===== src/rtl/gameboard_port_arbiter_if.sv =====
// Requester-side bundle for gameboard_port_arbiter.
//
// Each packed vector or array has index 0 for the local game FSM and
// index 1 for the remote-shot handler.
//   req_i   : transaction request, held high until the matching ack
//   we_i    : 1 = write, 0 = read
//   addr_i  : board address
//   wdata_i : write data
//   lock_i  : keep the grant after ack (used only in lock builds)
//   ack_o   : one-cycle completion pulse
//   rdata_o : read result, valid with ack, held until the next read
//             completes for that requester
//
// Handshake: a requester raises req_i[r] with we/addr/wdata stable and keeps
// all of them unchanged until it sees ack_o[r] = 1. That ack cycle completes
// the transaction. The requester may then present a new transaction at once,
// keeping req_i high, or drop req_i. The arbiter ignores req_i[r] during the
// ack cycle.
interface gameboard_port_arbiter_if #(
  parameter int ADDR_W = 8,
  parameter int DATA_W = 32
);
  logic [1:0]             req_i;
  logic [1:0]             we_i;
  logic [1:0][ADDR_W-1:0] addr_i;
  logic [1:0][DATA_W-1:0] wdata_i;
  logic [1:0]             lock_i;
  logic [1:0]             ack_o;
  logic [1:0][DATA_W-1:0] rdata_o;

  modport master (
    output req_i, we_i, addr_i, wdata_i, lock_i,
    input  ack_o, rdata_o
  );

  modport slave (
    input  req_i, we_i, addr_i, wdata_i, lock_i,
    output ack_o, rdata_o
  );
endinterface


===== src/rtl/gameboard_port_arbiter.sv =====
// gameboard_port_arbiter: shares the single gameboardinfo memory port between
// the local game FSM (requester 0) and the remote-shot handler (requester 1).
// It serialises single-word reads and writes, waits out the port read latency
// and returns ack and read data to the winning requester.
//
// Ports:
//   clk_clk, reset_reset   : clock and synchronous active-high reset
//   req_if (slave)         : requester bundle (req/we/addr/wdata/lock/ack/rdata)
//   busy_o                 : high whenever the FSM is not in IDLE
//   gameboardinfo_address  : port address, held between transactions
//   gameboardinfo_data_in  : port write data, held between transactions
//   gameboardinfo_wren     : port write strobe, high only in ISSUE of a write
//   gameboardinfo_data_out : port read data, valid READ_LAT cycles after address
//   dbg_state              : current FSM state (IDLE=0, ISSUE=1, RWAIT=2, DONE=3)
//
// Optional feature: define GB_ARB_LOCK_EN to let a winner that holds lock_i
// through its ack keep the port. The other requester stays masked until the
// lock holder drops lock_i in an IDLE cycle.
module gameboard_port_arbiter #(
  parameter int READ_LAT = 1,
  parameter int ADDR_W   = 8,
  parameter int DATA_W   = 32
) (
  input  logic                  clk_clk,
  input  logic                  reset_reset,
  gameboard_port_arbiter_if.slave req_if,
  output logic                  busy_o,
  output logic [ADDR_W-1:0]     gameboardinfo_address,
  output logic [DATA_W-1:0]     gameboardinfo_data_in,
  output logic                  gameboardinfo_wren,
  input  logic [DATA_W-1:0]     gameboardinfo_data_out,
  output logic [1:0]            dbg_state
);

  typedef enum logic [1:0] {
    IDLE  = 2'd0,
    ISSUE = 2'd1,
    RWAIT = 2'd2,
    DONE  = 2'd3
  } state_t;

  // Final RWAIT count value; the capture happens in the cycle it is reached.
  localparam logic [1:0] LAT_LAST = 2'((READ_LAT > 0) ? READ_LAT - 1 : 0);

  state_t                 state_q, state_d;
  logic                   winner_q;
  logic                   last_grant_q;
  logic                   we_q;
  logic [1:0]             lat_cnt_q;
  logic [ADDR_W-1:0]      addr_q;
  logic [DATA_W-1:0]      wdata_q;
  logic [1:0][DATA_W-1:0] rdata_q;
  logic [1:0]             mask;
  logic [1:0]             req_eff;
  logic                   grant_idx;
  logic                   capture;

`ifdef GB_ARB_LOCK_EN
  logic lock_act_q;
  logic lock_own_q;

  // While the lock holder keeps lock_i high, only it may be granted.
  always_comb begin
    mask = 2'b11;
    if (lock_act_q && req_if.lock_i[lock_own_q]) begin
      mask = lock_own_q ? 2'b10 : 2'b01;
    end
  end
`else
  logic unused_lock;
  assign unused_lock = ^req_if.lock_i;
  assign mask        = 2'b11;
`endif

  always_comb begin
    state_d   = state_q;
    capture   = 1'b0;
    req_eff   = req_if.req_i & mask;
    // Tie goes to the requester that did not win last time.
    grant_idx = (req_eff == 2'b11) ? ~last_grant_q : req_eff[1];
    case (state_q)
      IDLE: begin
        if (req_eff != 2'b00) state_d = ISSUE;
      end
      ISSUE: begin
        if (we_q) begin
          state_d = DONE;
        end else if (READ_LAT == 0) begin
          capture = 1'b1;
          state_d = DONE;
        end else begin
          state_d = RWAIT;
        end
      end
      RWAIT: begin
        if (lat_cnt_q == LAT_LAST) begin
          capture = 1'b1;
          state_d = DONE;
        end
      end
      DONE:    state_d = IDLE;
      default: state_d = IDLE;
    endcase
  end

  always_ff @(posedge clk_clk) begin
    if (reset_reset) begin
      state_q      <= IDLE;
      winner_q     <= 1'b0;
      last_grant_q <= 1'b1;
      we_q         <= 1'b0;
      lat_cnt_q    <= 2'd0;
      addr_q       <= '0;
      wdata_q      <= '0;
      rdata_q      <= '0;
`ifdef GB_ARB_LOCK_EN
      lock_act_q   <= 1'b0;
      lock_own_q   <= 1'b0;
`endif
    end else begin
      state_q <= state_d;
      if (state_q == IDLE && req_eff != 2'b00) begin
        winner_q <= grant_idx;
        we_q     <= req_if.we_i[grant_idx];
        addr_q   <= req_if.addr_i[grant_idx];
        wdata_q  <= req_if.wdata_i[grant_idx];
      end
      if (state_q == ISSUE) begin
        lat_cnt_q <= 2'd0;
      end else if (state_q == RWAIT) begin
        lat_cnt_q <= lat_cnt_q + 2'd1;
      end
      if (capture) rdata_q[winner_q] <= gameboardinfo_data_out;
      if (state_q == DONE) last_grant_q <= winner_q;
`ifdef GB_ARB_LOCK_EN
      if (state_q == DONE) begin
        lock_act_q <= req_if.lock_i[winner_q];
        lock_own_q <= winner_q;
      end else if (state_q == IDLE && lock_act_q && !req_if.lock_i[lock_own_q]) begin
        lock_act_q <= 1'b0;
      end
`endif
    end
  end

  assign req_if.ack_o          = (state_q == DONE) ? (winner_q ? 2'b10 : 2'b01) : 2'b00;
  assign req_if.rdata_o        = rdata_q;
  assign busy_o                = (state_q != IDLE);
  assign gameboardinfo_address = addr_q;
  assign gameboardinfo_data_in = wdata_q;
  assign gameboardinfo_wren    = (state_q == ISSUE) && we_q;
  assign dbg_state             = state_q;

endmodule

===== src/flat_wrapper.sv =====
// flat-port wrapper written by rule: the top's interface ports become plain ports
module gameboard_port_arbiter_flat 
#(
  parameter int READ_LAT = 1,
  parameter int ADDR_W   = 8,
  parameter int DATA_W   = 32
)
  (clk_clk, reset_reset, busy_o, gameboardinfo_address, gameboardinfo_data_in, gameboardinfo_wren, gameboardinfo_data_out, dbg_state, req_if_req_i, req_if_we_i, req_if_addr_i, req_if_wdata_i, req_if_lock_i, req_if_ack_o, req_if_rdata_o);
  gameboard_port_arbiter_if #(.ADDR_W(ADDR_W), .DATA_W(DATA_W)) req_if_i ();
  input  logic clk_clk;
  input  logic reset_reset;
  output logic busy_o;
  output logic [ADDR_W-1:0] gameboardinfo_address;
  output logic [DATA_W-1:0] gameboardinfo_data_in;
  output logic gameboardinfo_wren;
  input  logic [DATA_W-1:0] gameboardinfo_data_out;
  output logic [1:0] dbg_state;
  input wire logic [$bits(req_if_i.req_i)-1:0] req_if_req_i;
  input wire logic [$bits(req_if_i.we_i)-1:0] req_if_we_i;
  input wire logic [$bits(req_if_i.addr_i)-1:0] req_if_addr_i;
  input wire logic [$bits(req_if_i.wdata_i)-1:0] req_if_wdata_i;
  input wire logic [$bits(req_if_i.lock_i)-1:0] req_if_lock_i;
  output wire logic [$bits(req_if_i.ack_o)-1:0] req_if_ack_o;
  output wire logic [$bits(req_if_i.rdata_o)-1:0] req_if_rdata_o;
  assign req_if_i.req_i = req_if_req_i;
  assign req_if_i.we_i = req_if_we_i;
  assign req_if_i.addr_i = req_if_addr_i;
  assign req_if_i.wdata_i = req_if_wdata_i;
  assign req_if_i.lock_i = req_if_lock_i;
  assign req_if_ack_o = req_if_i.ack_o;
  assign req_if_rdata_o = req_if_i.rdata_o;
  gameboard_port_arbiter #(.READ_LAT(READ_LAT), .ADDR_W(ADDR_W), .DATA_W(DATA_W)) u_core (.clk_clk(clk_clk), .reset_reset(reset_reset), .req_if(req_if_i), .busy_o(busy_o), .gameboardinfo_address(gameboardinfo_address), .gameboardinfo_data_in(gameboardinfo_data_in), .gameboardinfo_wren(gameboardinfo_wren), .gameboardinfo_data_out(gameboardinfo_data_out), .dbg_state(dbg_state));
endmodule

===== config.mk =====
export PLATFORM = sky130hd
export DESIGN_NAME = gameboard_port_arbiter_flat
export DESIGN_NICKNAME = d
export VERILOG_FILES = /design/src/rtl/gameboard_port_arbiter_if.sv /design/src/rtl/gameboard_port_arbiter.sv /design/src/flat_wrapper.sv
export SDC_FILE = /design/constraint.sdc
export NUM_CORES = 1
export LEC_CHECK = 0
export ABC_AREA = 1
export CAP_MARGIN = 20
export CORE_ASPECT_RATIO = 0.75
export CORE_MARGIN = 5
export CORE_UTILIZATION = 43
export CTS_CLUSTER_SIZE = 40
export DETAILED_ROUTE_END_ITERATION = 10
export GPL_TIMING_DRIVEN = 0
export MAX_ROUTING_LAYER = met4
export PLACE_DENSITY = 0.85
export SETUP_SLACK_MARGIN = 0.15
export SLEW_MARGIN = 20
export SYNTH_ARGS = -nofsm -noshare
export SYNTH_HDL_FRONTEND = slang
export SYNTH_SLANG_ARGS = --single-unit

===== constraint.sdc =====
create_clock -name clk_clk -period 3.3 [get_ports clk_clk]
set_input_delay 0.66 -clock clk_clk [delete_from_list [all_inputs] [get_ports clk_clk]]
set_output_delay 0.66 -clock clk_clk [all_outputs]
set_load 0.05 [all_outputs]

==> impl_metrics.py, run 1 <==
metrics = {
    "outcome": {
        "outcome": "finished clean",
    },
    "synthesis": {
        "yosys.area_share.simple_pct": 18.37,
        "netlist.area_leader.share_pct": 48.55,
        "synth_top_family_by_area": "compound AO/OA/AOI/OAI gates",
        "yosysMostFrequentCell": "nand2_1",
        "yosys-mux-area-fraction_pct": 0,
        "synth_enable_flop_cells": 0,
        "synth_area_leaders": "dfxtp_1, nand2_1, a21oi_1",
        "ys.flop_type": "dfxtp_1",
        "yosys.area_share.adder_pct": 1.367,
        "synth_top_area_cell": "dfxtp_1",
        "synth_common_cells": "nand2_1, dfxtp_1, inv_1",
        "syn-instance-count": 639,
        "ys_seq_elements": 111,
        "syn-mean-instance-area_um2": 7.163,
        "synth_xor_area_share_pct": 0.1914,
        "synth_compound_area_share_pct": 20.23,
        "yosys_warnings": 0,
        "synth_nets": 764,
        "syn-cell-area_mm2": 0.004577,
        "synth_cell_types": 21,
        "async_flop_share_pct": 0,
        "yosysSeqAreaShare_pct": 48.55,
    },
    "critical_path": {
        "slowest_stage": "clkdlybuf4s50_1",
        "ff2ff_setup_slack_ns": 1.58,
        "reg2reg_depth": 6,
        "cpPeakStageDelay_ns": 0.84,
        "crit_type": "reg2out",
        "r2r-start": "u_core.dbg_state[0]$_SDFFE_PP0P_",
        "r2r-end": "u_core.req_if.rdata_o[42]$_SDFFE_PP0P_",
        "start_kind": "flip-flop",
        "cpLargestDelayFamily": "buffers and inverters",
        "crit_buf_inv": 3,
        "crit_required_ns": 2.64,
        "crit_chain": "inv_1 -> ha_1 -> inv_2 -> clkdlybuf4s50_1",
        "crit_path_end_kind": "output port",
        "cp.arrival_ns": 2.13,
        "crit_fanout": 6,
    },
    "power_and_ir_drop": {
        "power_density_mw_per_mm2": 852.6,
        "power_mw": 6.224,
        "p_comb_share_pct": 53.0,
        "clkPwrFrac_pct": 16.5,
        "p_leak_nw": 3.159,
        "ir_drop_mv": 0.4872,
        "power.internal_mw": 3.320,
        "p_sw_share_pct": 46.66,
        "seqPwrFrac_pct": 30.5,
        "netSwitchingPower_mw": 2.904,
    },
    "global_routing": {
        "grtUsageMet3_pct": 7.354,
        "grt.busiest_layer": "met2",
        "grt_start_max_net_pins": 20,
        "use_met2_pct": 35.39,
        "overflow": 0,
        "grt.total_usage_pct": 22.70,
        "antenna_found_initial": 0,
        "grt_pass1_wl_um": 22740,
        "grt_pass1_vias": 4456,
        "grt.met1_usage_pct": 28.99,
    },
    "cts": {
        "htreeDepth": 3,
        "cts_hold_buffers": 0,
        "path_clk_slew_ns": 0.07,
        "clk_latency_ns": 0.34,
        "cts.repair.resized": 0,
        "clock-sinks": 111,
        "clockBufferDepth": 2,
        "tritoncts": "yes",
        "cts_buffers": 9,
        "postCtsSetupBuffers": 0,
        "cts_root_buf": "clkbuf_16",
    },
    "hold_path": {
        "whs_endpoint": "u_core.req_if.rdata_o[33]$_SDFFE_PP0P_",
        "hp-start": "u_core.req_if.rdata_o[33]$_SDFFE_PP0P_",
        "min_path_type": "reg2reg",
        "hold_depth": 2,
    },
    "place": {
        "dpl.hpwl_um": 11200,
        "numPortBuffers": 227,
        "place_congestion": 0.8706,
    },
    "timing": {
        "rsz0062_at_grt": "no",
        "tightest_slew_ns": 0.5455,
        "setup_viol": 0,
        "max_freq_mhz": 358.6,
        "period_minus_slack_ns": 2.788,
        "max_slew_margin_pct": 63.52,
        "clock_skew_ns": 0.006538,
        "hold_viol": 0,
        "drv_slew": 0,
        "tns_ns": 0,
        "fin_crit_sh_pct": 84.50,
    },
    "routing": {
        "vias_per_cell": 4.697,
        "dr.pass1.iters": 5,
        "drc": 0,
        "postRouteAntennaNets": 0,
        "wire_per_inst_um": 14.14,
        "drtIter0Drc": 243,
        "wl_um": 14400,
        "dr_total_vias": 4782,
    },
    "layout": {
        "syn2layout_area_growth_pct": 59.49,
        "antenna_cells": 0,
        "fillers": 897,
        "utilization_pct": 70.66,
        "seq_area_mm2": 0.002222,
        "layout.nets": 1002,
        "drive_gt1_share_pct": 6.009,
        "multi_input_area_mm2": 0.001838,
    },
    "floorplan": {
        "die_w_um": 129.1,
        "core_mm2": 0.01033,
        "start_util_pct": 44.31,
        "rows": 32,
        "die_h_um": 99.35,
        "io_pins": 230,
        "dieArea_mm2": 0.01283,
    },
    "run": {
        "drv_cap": 0,
    },
}
## cell families (layout without fill, tap and decap cells)
| logic type | count (synthesis) | count (layout) |
|---|---|---|
| DFF | 111 | 111 |
| xor gates and xnor gates | 1 | 1 |
| AOI/OAI and AO/OA | 185 | 185 |
| and+or+nand+nor | 212 | 212 |
| adders and majority gates | 5 | 5 |
| buffers and inverters | 125 | 368 |
## state kept, by name, indices dropped and copies added, names as in the netlist
signal                        count
u_core.we_q                       1
u_core.gameboardinfo_data_in     32
u_core.dbg_state                  2
u_core.lat_cnt_q                  2
u_core.gameboardinfo_address      8
u_core.req_if.rdata_o            64
u_core.last_grant_q               1
u_core.winner_q                   1
## worst register-to-register path, cell delays in order, from the launching register on
cell and delay (ns):
dfxtp_1 0.43, inv_1 0.11, ha_1 0.26, nand3_2 0.18, clkbuf_1 0.38, o21ai_0 0.14, a21oi_1 0.15
## stage by stage
step	cells	setup WS [ns]	hold WS, ns	cell area (µm²)
global route	1018	0.4232	0.4686	7300
detailed placement	1002	0.8630	0.4332	7019
floorplan	639	0.9975	0.4287	4577
global placement	1002	0.8861	0.4300	7019
CTS	1018	0.4919	0.4448	7300
finish	1018	0.5116	0.4417	7300
## per-layer routing
metal	routed length (µm)	vias up
li1	-	2484
met1	6330	2129
met2	6530	153
met3	1344	16
met4	193	0
met5	0	-
## how the worst max path moves through the flow
stage	startpoint	to	slack [ns]	cells past startpoint
finish	u_core.dbg_state[0]$_SDFFE_PP0P_	busy_o	0.51	4
global route	u_core.dbg_state[0]$_SDFFE_PP0P_	busy_o	0.42	4
CTS	u_core.dbg_state[0]$_SDFFE_PP0P_	busy_o	0.49	4
detailed placement	u_core.dbg_state[0]$_SDFFE_PP0P_	busy_o	0.86	4
global placement	u_core.dbg_state[0]$_SDFFE_PP0P_	busy_o	0.89	4
floorplan	u_core.dbg_state[1]$_SDFFE_PP0P_	req_if_ack_o[0]	1.0	3
## cells in the final DEF (no fill, tap or decap), types with 2 or more instances in the layout
cell,count
clkbuf_16,9
clkinv_1,3
clkinv_4,2
nor2_4,2
nor2_1,69
ha_1,5
inv_1,79
nand3_1,3
o21ai_0,63
clkdlybuf4s50_1,227
clkinv_2,2
inv_2,4
a21oi_1,77
nand2_1,134
clkbuf_1,11
o21ai_1,45
buf_2,22
dfxtp_1,111
buf_4,5
## power groups by stage
stage | clock network [mW] | registers, mW | logic [mW]
after global placement | 0 | 1.91 | 3.28
final | 1.03 | 1.90 | 3.30
after detailed placement | 0 | 1.92 | 3.31
after floorplan | 0 | 3.11 | 0.975
after CTS | 1.05 | 1.90 | 3.32
after global routing | 1.11 | 1.95 | 3.53
## area by class of cell
cell class,instances,share of cell area (%)
timing repair buffer,227,31.13
sequential,111,30.44
multi-input combinational,403,25.18
inverter,86,4.422
clock buffer,9,3.085
buffer,39,2.657
tap,136,2.331
clock inverter,7,0.7542
(Power assumes the default switching activity.)
==> run 2, diff against run 1 <==
--- a/config.mk
+++ b/config.mk
@@ -9,12 +9,12 @@
 export CAP_MARGIN = 20
 export CORE_ASPECT_RATIO = 0.75
 export CORE_MARGIN = 5
-export CORE_UTILIZATION = 43
+export CORE_UTILIZATION = 36
 export CTS_CLUSTER_SIZE = 40
 export DETAILED_ROUTE_END_ITERATION = 10
 export GPL_TIMING_DRIVEN = 0
 export MAX_ROUTING_LAYER = met4
-export PLACE_DENSITY = 0.85
+export PLACE_DENSITY = 0.76
 export SETUP_SLACK_MARGIN = 0.15
 export SLEW_MARGIN = 20
 export SYNTH_ARGS = -nofsm -noshare
==> constraint.sdc (replaced) <==
create_clock -name clk_clk -period 2.5 [get_ports clk_clk]
set_input_delay 0.5 -clock clk_clk [delete_from_list [all_inputs] [get_ports clk_clk]]
set_output_delay 0.5 -clock clk_clk [all_outputs]
set_load 0.05 [all_outputs]
==> run 2 against run 1 <==
  * Final cell count is 2.9% higher
  * Highest routed layer unchanged
  * Largest cell class unchanged
  * Critical path type unchanged
  * Die area is 18% higher
  * Non-clock buffer count stayed put
  * Cell area is 0.15% higher
  * Hold slack better by 0.0032 ns
==> impl_metrics.py, run 2 (synthesized netlist as in run 1, its figures left out) <==
metrics = {
    "routing": {
        "wire_per_inst_um": 14.52,
        "drc": 0,
        "vias_per_cell": 4.519,
        "dr.pass1.iters": 5,
        "wl_um": 15220,
        "dr_total_vias": 4736,
        "drtIter0Drc": 267,
        "postRouteAntennaNets": 0,
    },
    "layout": {
        "fin_cells": 1048,
        "final_cell_mix": "clkdlybuf4s50_1, nand2_1, dfxtp_1",
        "antenna_cells": 0,
        "largest_register_ff_count": 64,
        "drive_gt1_share_pct": 5.896,
        "layout.nets": 1002,
        "syn2layout_area_growth_pct": 59.73,
        "final_common_cell": "clkdlybuf4s50_1",
    },
    "timing": {
        "drv_slew": 0,
        "max_slew_margin_pct": 62.96,
        "tightest_slew_ns": 0.5578,
        "clock_skew_ns": 0.009390,
        "setup_viol": 0,
        "period_minus_slack_ns": 2.192,
        "rsz0062_at_grt": "no",
        "max_freq_mhz": 456.2,
        "tns_ns": 0,
        "hold_viol": 0,
        "fin_crit_sh_pct": 87.67,
        "fin_hold_ws_ns": 0.4449,
    },
    "floorplan": {
        "core_mm2": 0.01235,
        "dieArea_mm2": 0.01509,
        "die_w_um": 140.2,
        "io_pins": 230,
        "die_h_um": 107.7,
        "rows": 35,
        "start_util_pct": 37.06,
    },
    "cts": {
        "tritoncts": "yes",
        "cts_root_buf": "clkbuf_16",
        "clk_latency_ns": 0.34,
        "cts_buffers": 9,
        "path_clk_slew_ns": 0.07,
        "clockBufferDepth": 2,
        "htreeDepth": 3,
        "clock-sinks": 111,
        "postCtsSetupBuffers": 0,
    },
    "critical_path": {
        "crit_type": "reg2out",
        "r2r-end": "u_core.req_if.rdata_o[37]$_SDFFE_PP0P_",
        "crit_required_ns": 2.00,
        "start_kind": "flip-flop",
        "r2r-start": "u_core.dbg_state[0]$_SDFFE_PP0P_",
        "reg2reg_depth": 6,
        "ff2ff_setup_slack_ns": 0.79,
        "crit_fanout": 6,
        "cp.arrival_ns": 1.69,
        "crit_path_end_kind": "output port",
    },
    "place": {
        "dpl.cell_count": 1032,
        "numPortBuffers": 227,
        "place_congestion": 0.8456,
        "dpl.hpwl_um": 11580,
    },
    "global_routing": {
        "antenna_found_initial": 0,
        "grt.total_usage_pct": 20.02,
        "grt_start_max_net_pins": 18,
        "grt_pass1_wl_um": 23560,
        "grt_pass1_vias": 4413,
        "overflow": 0,
    },
    "hold_path": {
        "hp-start": "u_core.req_if.rdata_o[60]$_SDFFE_PP0P_",
        "whs_endpoint": "u_core.req_if.rdata_o[60]$_SDFFE_PP0P_",
        "min_path_type": "reg2reg",
        "hold_depth": 2,
    },
    "power_and_ir_drop": {
        "p_leak_nw": 3.159,
        "ir_drop_mv": 0.5878,
        "power_density_mw_per_mm2": 1121,
    },
    "run": {
        "drv_cap": 0,
    },
    "outcome": {
        "outcome": "finished clean",
    },
}
run 2: how the worst max path moves through the flow:
stage | start | to | slack (ns) | cells past startpoint
detailed placement | u_core.dbg_state[0]$_SDFFE_PP0P_ | busy_o | 0.22 | 4
CTS | u_core.dbg_state[0]$_SDFFE_PP0P_ | busy_o | 0.13 | 4
floorplan | u_core.dbg_state[1]$_SDFFE_PP0P_ | req_if_ack_o[0] | 0.36 | 3
global placement | u_core.dbg_state[0]$_SDFFE_PP0P_ | busy_o | 0.23 | 4
finish | u_core.dbg_state[0]$_SDFFE_PP0P_ | req_if_ack_o[1] | 0.31 | 4
global route | u_core.dbg_state[0]$_SDFFE_PP0P_ | req_if_ack_o[1] | 0.16 | 4
run 2: metal layers:
layer / vias up / track usage [%] / part of all wire, % / wire (µm)
li1: 2483 / - / - / -
met1: 2089 / 26.76 / 47 / 7175
met2: 154 / 29.82 / 44 / 6650
met3: 10 / 6.705 / 8.4 / 1282
met4: 0 / 3.942 / 0.72 / 110
met5: - / - / 0 / 0
run 2: worst max-delay path, cell delays in order, from the launching register on:
cell and delay, ns:
dfxtp_1 0.43, ha_1 0.22, nand2_1 0.08, inv_1 0.06
dlygate4sd2_1 0.57
run 2: through the flow:
stage               total power [mW]  cell area [µm²]  setup WS (ns)  utilization [%]
finish                         8.196             7311         0.3082            59.20
global route                   8.658             7311         0.1642            59.20
CTS                            8.264             7318         0.1259            59.26
detailed placement             6.927             7057         0.2166            57.14
global placement               6.891             7057         0.2265            57.14
floorplan                      5.389             4577         0.3575                -
run 2: cell type report:
type / count / area, µm²
inverters: 86 / 322.8
plain buffers: 39 / 193.9
well taps: 166 / 207.7
clock buffers: 12 / 236.5
clock inverters: 4 / 30.03
fillers: 1195 / 5039
multi-input cells: 403 / 1838
repair buffers: 227 / 2260
flip-flops and latches: 111 / 2222
run 2: repair_timing:
action | CTS | global route
pin swaps | 0 | 0
resized for setup | 4 | 4
endpoints found under the setup margin | 4 | 2
hold buffers | 0 | 0
run 2: power by group:
group | switching [mW] | total (mW) | internal [mW]
logic | 2.93 | 4.36 | 1.42
registers | 0.256 | 2.51 | 2.25
clock network | 0.647 | 1.33 | 0.683
total | 3.84 | 8.20 | 4.36
